==> src/rtl/ws2812_frame_feeder.sv <==
`timescale 1ns/1ps
// Feeds 8x8 frame buffer pixels to the WS2812B encoder in chain order, brightness-scaled, GRB packed.
// Latency: first word 3 cycles after frame_start; each following word is valid the cycle after tx_done.
// Backpressure: advances only on encoder tx_done; frame starts held off by the frame-rate timer.
module ws2812_frame_feeder #(
    parameter int FRAME_CYCLES = 1_666_667,
    parameter int PIX_NUM      = 64,
    parameter int MATRIX_W     = 8,
    parameter int SERPENTINE   = 1
) (
    input  logic        sys_clk,
    input  logic        sys_rst,
    input  logic [2:0]  brightness,
    output logic [5:0]  fb_rd_addr,
    input  logic [23:0] fb_rd_data,
    input  logic        tx_done,
    output logic [23:0] rgb_data,
    output logic        tx_24x64_done,
    output logic        frame_start,
    output logic        frame_busy
);

    localparam logic [1:0]  ST_GAP    = 2'd0;
    localparam logic [1:0]  ST_LOAD   = 2'd1;
    localparam logic [1:0]  ST_SEND   = 2'd2;
    localparam logic [20:0] TMR_MAX   = 21'(FRAME_CYCLES - 1);
    localparam logic [5:0]  LAST_IDX  = 6'(PIX_NUM - 1);
    localparam logic [5:0]  PREF_LAST = 6'(PIX_NUM - 2);

    typedef struct packed {
        logic [7:0] r;
        logic [7:0] g;
        logic [7:0] b;
    } pix_t;

    logic [1:0]  state;
    logic [20:0] frame_tmr;
    logic [5:0]  idx;
    logic [2:0]  bright_lat;
    logic [23:0] nxt_dat;
    logic        iss_vld;
    logic        iss_nxt;
    logic        rd_vld;
    logic        rd_nxt;
    pix_t        fb_pix;
    logic [23:0] scaled_dat;

    function automatic logic [5:0] chain_to_addr(input logic [5:0] i);
        int row;
        int col;
        row = int'(i) / MATRIX_W;
        col = int'(i) % MATRIX_W;
        if (SERPENTINE != 0 && (row % 2) == 1)
            col = MATRIX_W - 1 - col;
        return 6'(row * MATRIX_W + col);
    endfunction

    function automatic logic [7:0] scale(input logic [7:0] c, input logic [2:0] b);
        logic [10:0] prod;
        prod = {3'b000, c} * ({8'h00, b} + 11'd1);
        return prod[10:3];
    endfunction

    assign fb_pix     = fb_rd_data;
    assign scaled_dat = {scale(fb_pix.g, bright_lat), scale(fb_pix.r, bright_lat),
                         scale(fb_pix.b, bright_lat)};

    // iss_* marks the cycle an address is on fb_rd_addr; rd_* marks the following data cycle.
    always_ff @(posedge sys_clk or posedge sys_rst) begin
        if (sys_rst) begin
            state         <= ST_GAP;
            frame_tmr     <= '0;
            idx           <= '0;
            bright_lat    <= '0;
            nxt_dat       <= '0;
            iss_vld       <= 1'b0;
            iss_nxt       <= 1'b0;
            rd_vld        <= 1'b0;
            rd_nxt        <= 1'b0;
            fb_rd_addr    <= '0;
            rgb_data      <= '0;
            tx_24x64_done <= 1'b1;
            frame_start   <= 1'b0;
            frame_busy    <= 1'b0;
        end else begin
            frame_start <= 1'b0;
            iss_vld     <= 1'b0;
            rd_vld      <= iss_vld;
            rd_nxt      <= iss_nxt;
            if (frame_tmr != TMR_MAX)
                frame_tmr <= frame_tmr + 21'd1;
            if (rd_vld) begin
                if (rd_nxt)
                    nxt_dat <= scaled_dat;
                else
                    rgb_data <= scaled_dat;
            end
            case (state)
                ST_GAP: begin
                    if (frame_tmr == TMR_MAX) begin
                        frame_tmr   <= '0;
                        frame_start <= 1'b1;
                        bright_lat  <= brightness;
                        frame_busy  <= 1'b1;
                        fb_rd_addr  <= chain_to_addr(6'd0);
                        iss_vld     <= 1'b1;
                        iss_nxt     <= 1'b0;
                        state       <= ST_LOAD;
                    end
                end
                ST_LOAD: begin
                    if (iss_vld && !iss_nxt) begin
                        fb_rd_addr <= chain_to_addr(6'd1);
                        iss_vld    <= 1'b1;
                        iss_nxt    <= 1'b1;
                    end
                    if (rd_vld && rd_nxt) begin
                        tx_24x64_done <= 1'b0;
                        state         <= ST_SEND;
                    end
                end
                ST_SEND: begin
                    if (tx_done) begin
                        if (idx == LAST_IDX) begin
                            tx_24x64_done <= 1'b1;
                            frame_busy    <= 1'b0;
                            idx           <= '0;
                            state         <= ST_GAP;
                        end else begin
                            rgb_data <= nxt_dat;
                            idx      <= idx + 6'd1;
                            if (idx < PREF_LAST) begin
                                fb_rd_addr <= chain_to_addr(idx + 6'd2);
                                iss_vld    <= 1'b1;
                                iss_nxt    <= 1'b1;
                            end
                        end
                    end
                end
                default: state <= ST_GAP;
            endcase
        end
    end

endmodule
==> config.mk <==
export PLATFORM = sky130hd
export DESIGN_NAME = ws2812_frame_feeder
export DESIGN_NICKNAME = d
export VERILOG_FILES = /design/src/rtl/ws2812_frame_feeder.sv
export SDC_FILE = /design/constraint.sdc
export NUM_CORES = 1
export LEC_CHECK = 0
export BUFFER_PORTS_ARGS = -buffer_cell sky130_fd_sc_hd__buf_2
export CORE_MARGIN = 10
export CORE_UTILIZATION = 25
export DETAILED_ROUTE_END_ITERATION = 10
export SETUP_SLACK_MARGIN = 0.05
export SYNTH_ARGS = -nofsm -noshare
export SYNTH_HDL_FRONTEND = slang
export SYNTH_SLANG_ARGS = --single-unit
==> constraint.sdc <==
create_clock -name sys_clk -period 3.86 [get_ports sys_clk]
set_input_delay 0.193 -clock sys_clk [delete_from_list [all_inputs] [get_ports sys_clk]]
set_output_delay 0.193 -clock sys_clk [all_outputs]
set_load 0.02 [all_outputs]
==> flow_summary.toml, run 1 <==
[sta]
final-setup-viol-count = 0
rsz0062_at_grt = "true"
max_slew_margin = 0.275
clock_skew_ns = 0.0139
worstMarginPinSlew_ns = 1.09
fin_setup_tns_ns = 0
final_max_slew_viol_count = 0
finalHoldViolations = 0
hold_ws_ns = 0.00958
fin_crit_sh = 0.969
max_freq_mhz = 267
min_period_ns = 3.74

[power_and_ir_drop]
p_seq_frac = 0.480
ir_drop_uv = 241
power_leakage_nw = 3.98
comb_power_share = 0.095
power-per-cell-area_mw_per_mm2 = 246
clockPowerShare = 0.424
p_int_mw = 1.52
swShare = 0.270
p_switching_mw = 0.560

[logic_synthesis]
synth-seq-cells = 93
syn-cell-area_sq_mm = 0.00689
syn_inst = 762
synth_nets = 875
synth_edf_count = 0
synthFlopType = "dfrtp_1"
async_reset_ff_frac = 1.00
syn_area_per_cell_sq_um = 9.04
yosysWarnings = 0
synth_seq_area_share = 0.338
yosysUniqueCellTypes = 59

[critical_path]
max_stage_delay_ns = 0.52
arrival_ns = 3.98
crit_buf_inv = 3
required_ns = 4.10
worst_setup_path_start_kind = "register"
critPathMaxFanout = 5
critPathKind = "reg2reg"
end_kind = "register"
crit_chain = "ha_4 -> xor2_4 -> buf_4 -> and2_1 -> fa_1 -> inv_1 -> fa_1 -> inv_1 -> ha_4 -> nor2b_2 -> o31a_1 -> or3_4 -> a41o_1"
cp_slowest_cell = "fa_1"
crit_family = "adder cells"

[layout]
instances_no_fill = 1202
final_cell_mix = "100 x nand2_1, 91 x dfrtp_1, 64 x inv_1"
design_area_sq_mm = 0.00845
final_common_cell = "nand2_1"
synthToLayoutAreaGrowth_pct = 22.7
fin_util = 0.313
drive_above_1_share = 0.209
num-nets-final = 969
insertedDiodeCount = 0

[cts]
insertion_delay_ns = 0.35
cts.sinks = 93
root_buffer = "clkbuf_16"
hold_buffers = 0
cts_buffers = 9
cts_tree = "done"
path_clk_slew_ns = 0.07
htree_levels = 3
clockBufferDepth = 2

[die]
ios = 63
die_x_um = 186
fp-row-count = 60
dieArea_sq_mm = 0.0346
fp.dieH_um = 186
core_area_sq_mm = 0.0270
start_util = 0.255

[drt]
routedLengthMet1_mm = 8.40
drc = 0
wirelength_mm = 18.4
firstDrtPassIters = 5
highest_layer = "met4"
drt-vias-per-instance = 4.81
met3_length_um = 803
drtIter0Drc = 313
wl_per_cell_um = 15.3
ant_nets = 0
vias = 5779
route.met2.wl_mm = 8.90

[min_path]
hp-class = "in2async"

[place]
dp_hpwl_mm = 13.4
place_inst = 1180
port_buffers = 62
postPlaceCellArea_sq_mm = 0.00786
finalWeightedCongestion = 0.819

[global_route]
grt_pass1_vias = 5995
antenna_found_initial = 0
grt_max_degree = 66
grt_pass1_wl_mm = 30.5
grt.overflow.total = 0
grt_usage = 0.108

[run_status]
status = "complete, no violations"

[flow_run]
drv_cap = 0
## final cells by class
type	instances	area [sq um]
Clock inverter	7	66.3
Fill cell	2828	18600
Clock buffer	9	225
Sequential cell	93	2330
Tap cell	341	427
Timing Repair Buffer	111	712
Multi-Input combinational cell	575	4440
Inverter	66	250
## stage by stage
| step | worst slack [ns] | power [mW] |
|---|---|---|
| floorplan | 0.100 | 1.12 |
| detailed placement | 0.00519 | 1.21 |
| global route | 0.00230 | 2.17 |
| finish | 0.119 | 2.08 |
| global placement | 0.0379 | 1.21 |
| CTS | 0.0512 | 2.10 |
## sequential cells by signal, indices dropped and copies added, names as in the netlist
signal,cells
bright_lat,3
fb_rd_addr,6
frame_busy,1
frame_start,1
frame_tmr,21
idx,6
iss_nxt,1
iss_vld,1
nxt_dat,24
rd_nxt,1
rd_vld,1
rgb_data,24
state,2
tx_24x64_done,1
## path summary, 6_finish.rpt
path | slack [ns] | to | start | cells past startpoint
max | 0.12 | nxt_dat[13]$_DFFE_PP0P_ | bright_lat[0]$_DFFE_PP0P_ | 13
min | 0.01 | rgb_data[17]$_DFF_PP0_ | sys_rst | 2
max reg2reg | 0.12 | nxt_dat[13]$_DFFE_PP0P_ | bright_lat[0]$_DFFE_PP0P_ | 13
min reg2reg | 0.42 | rd_vld$_DFF_PP0_ | iss_vld$_DFF_PP0_ | 0
max in group asynchronous | 2.93 | frame_tmr[11]$_DFF_PP0_ | sys_rst | 3
min in group sys_clk | 0.10 | bright_lat[2]$_DFFE_PP0P_ | brightness[2] | 3
## kinds of logic after synthesis
family,count (synthesis),share of synthesized area
simple gates,295,0.219
flops,93,0.338
mux,14,0.0223
buf+inv,94,0.0517
fa+ha+maj,83,0.190
xor+xnor,41,0.0521
compound gates,142,0.127
## cells in the mapped netlist, types with 3 or more instances
cell / n / share of area
xnor2_1: 23 / 0.029
mux2i_1: 3 / 0.0044
or2_2: 3 / 0.0027
inv_1: 65 / 0.035
ha_1: 47 / 0.085
a21o_1: 4 / 0.0044
o31ai_1: 4 / 0.0044
nand2_1: 100 / 0.054
o21ai_0: 48 / 0.035
a41o_1: 4 / 0.0058
nand2b_1: 14 / 0.013
a221oi_1: 3 / 0.0038
and2_1: 41 / 0.037
buf_2: 3 / 0.0022
nand3_1: 26 / 0.019
mux2_2: 9 / 0.015
o22ai_1: 3 / 0.0027
and3_1: 15 / 0.014
a31oi_1: 3 / 0.0027
fa_1: 36 / 0.10
or3_1: 12 / 0.011
dfrtp_1: 92 / 0.33
nor2b_1: 16 / 0.015
nor2_1: 35 / 0.019
clkbuf_1: 23 / 0.013
xor2_1: 18 / 0.023
nor3_1: 4 / 0.0029
o41ai_1: 3 / 0.0038
nand4_1: 16 / 0.015
o21a_1: 7 / 0.0076
a21oi_1: 41 / 0.030
## metal layers
metal | GRT usage | vias to the layer above
met5 | 0 | -
met4 | 0.0277 | 0
met3 | 0.0207 | 18
met2 | 0.179 | 85
met1 | 0.141 | 2897
li1 | - | 2779
## what timing repair did
item,in CTS,in global routing
setup endpoints to repair,8,25
resized for setup,3,40
buffers inserted,0,3
cloned,0,3
pin swaps,0,13
hold endpoints to repair,0,0
## power by group through the flow
| stage | Sequential [mW] | Clock, mW | Combinational (mW) |
|---|---|---|---|
| 2_1_floorplan | 1.03 | 0 | 0.0951 |
| 3_3_place_gp | 1.02 | 0 | 0.191 |
| 3_5_place_dp | 1.02 | 0 | 0.192 |
| 4_1_cts | 0.997 | 0.911 | 0.194 |
| 5_1_grt | 0.998 | 0.943 | 0.227 |
| 6_report | 0.997 | 0.881 | 0.198 |
No activity file was read; power rests on OpenSTA's default activity.
==> run 2, diff against run 1 <==
- BUFFER_PORTS_ARGS: -buffer_cell sky130_fd_sc_hd__buf_2 -> not set
- DONT_BUFFER_PORTS: not set -> 1
==> run 2 against run 1 <==
- register-to-register slack worse by 0.02 ns
- combinational power is 29% lower
- final cell count is 5.4% lower
- critical endpoint unchanged
- largest cell class unchanged
- highest routed layer unchanged
==> flow_summary.toml, run 2 (synthesis results as in run 1) <==
[sta]
rsz0062_at_grt = "true"
fin_crit_sh = 0.975
max_freq_mhz = 266
final_max_slew_viol_count = 0
hold_ws_ns = 0.0106
max_slew_margin = 0.258
final-setup-viol-count = 0
clock_skew_ns = 0.00549
finalHoldViolations = 0
worstMarginPinSlew_ns = 1.11
min_period_ns = 3.76

[power_and_ir_drop]
ir_drop_uv = 183
power_leakage_nw = 3.71
power-per-cell-area_mw_per_mm2 = 259
power.total_mw = 2.11

[layout]
instances_no_fill = 1137
final_cell_mix = "100 x nand2_1, 91 x dfrtp_1, 64 x inv_1"
synthToLayoutAreaGrowth_pct = 18.0
nFillCells = 2837
final_common_cell = "nand2_1"
reg_top3 = "nxt_dat: 24 flops, rgb_data: 24 flops, frame_tmr: 21 flops"
drive_above_1_share = 0.139
num-nets-final = 904
design_area_sq_mm = 0.00813
insertedDiodeCount = 0

[die]
ios = 63
die_x_um = 186
dieArea_sq_mm = 0.0346
start_util = 0.255
core_area_sq_mm = 0.0270
fp.dieH_um = 186
fp-row-count = 60

[min_path]
whs_path_depth = 2
hp-start = "brightness[2]"
hp-class = "in2reg"

[flow_run]
drv_cap = 0

[critical_path]
max_stage_delay_ns = 0.54
startpoint = "bright_lat[1]$_DFFE_PP0P_"
cp_slowest_cell = "fa_1"
critPathKind = "reg2reg"
r2r_start = "bright_lat[1]$_DFFE_PP0P_"
ff2ff_path_depth = 13
critPathMaxFanout = 22
worst_setup_path_start_kind = "register"
end_kind = "register"
arrival_ns = 3.99
crit_chain = "buf_4 -> and3_1 -> buf_12 -> and2_1 -> fa_1 -> inv_1 -> fa_1 -> inv_1 -> ha_4 -> nor2b_2 -> o31a_1 -> or3_4 -> a41o_1"
required_ns = 4.09

[drt]
drtIter0Drc = 302
drc = 0
drt-vias-per-instance = 4.78
wl_per_cell_um = 15.8
vias = 5431
wirelength_mm = 17.9
firstDrtPassIters = 5
ant_nets = 0

[cts]
root_buffer = "clkbuf_16"
cts_setup_buffers = 0
cts_tree = "done"
cts.sinks = 93
path_clk_slew_ns = 0.07
clockBufferDepth = 2
cts_buffers = 9
insertion_delay_ns = 0.34
htree_levels = 3

[global_route]
antenna_found_initial = 0
grt_max_degree = 71
grt.overflow.total = 0
grt_pass1_vias = 5501
grt_pass1_wl_mm = 29.4
grt_usage = 0.106

[place]
place_inst = 1119
port_buffers = 0
finalWeightedCongestion = 0.821
postPlaceCellArea_sq_mm = 0.00756
dp_hpwl_mm = 13.7

[run_status]
status = "complete, no violations"
-- run 2: final timing paths --
| check | to | slack, ns |
|---|---|---|
| setup / recovery | nxt_dat[13]$_DFFE_PP0P_ | 0.1 |
| hold / removal | bright_lat[2]$_DFFE_PP0P_ | 0.01 |
| setup reg to reg | nxt_dat[13]$_DFFE_PP0P_ | 0.1 |
| hold reg to reg | rd_vld$_DFF_PP0_ | 0.41 |
| max in group asynchronous | rgb_data[1]$_DFF_PP0_ | 2.44 |
| min in group asynchronous | nxt_dat[18]$_DFFE_PP0P_ | 0.54 |
-- run 2: routing by layer --
metal / up-vias / track usage / wire length, um
li1: 2655 / - / -
met1: 2676 / 0.130 / 7680
met2: 90 / 0.177 / 8810
met3: 10 / 0.0335 / 1250
met4: 0 / 0.0235 / 180
met5: - / 0 / 0
-- run 2: through the flow --
stage | util | setup TNS (ns) | worst slack (ns)
2_1_floorplan | - | 0 | 0.100
3_3_place_gp | 0.280 | 0 | 0.0613
3_5_place_dp | 0.280 | -0.0942 | -0.0747
4_1_cts | 0.293 | 0 | 0.0287
5_1_grt | 0.301 | -0.0474 | -0.0329
6_report | 0.301 | 0 | 0.0959
-- run 2: power by group --
group / total, mW / internal, mW / switching (mW)
sequential: 1.02 / 0.987 / 0.0323
combinational: 0.140 / 0.0598 / 0.0804
clock: 0.948 / 0.558 / 0.390
-- run 2: area by class of cell --
| cell class | instances | area (sq um) | share of cell area |
|---|---|---|---|
| Clock buffer | 12 | 267 | 0.0328 |
| Clock inverter | 4 | 53.8 | 0.00662 |
| Inverter | 66 | 250 | 0.0308 |
| Multi-Input combinational cell | 575 | 4440 | 0.546 |
| Sequential cell | 93 | 2330 | 0.287 |
| Tap cell | 341 | 427 | 0.0525 |
| Timing Repair Buffer | 46 | 364 | 0.0448 |
-- run 2: timing repair --
item | 4_1_cts | 5_1_grt
setup endpoints to repair | 11 | 26
hold buffers | 1 | 0
hold endpoints to repair | 68 | 0
gates cloned | 0 | 1
pin swaps | 0 | 9
resized for setup | 6 | 31
-- run 2: critical path: cells and delay by family (launching register included) --
| kind | cells | cell delay (ns) |
|---|---|---|
| compound gates | 2 | 0.53 |
| flops | 1 | 0.41 |
| fa+ha+maj | 3 | 1.32 |
| buf+inv | 4 | 0.45 |
| simple gates | 4 | 0.94 |
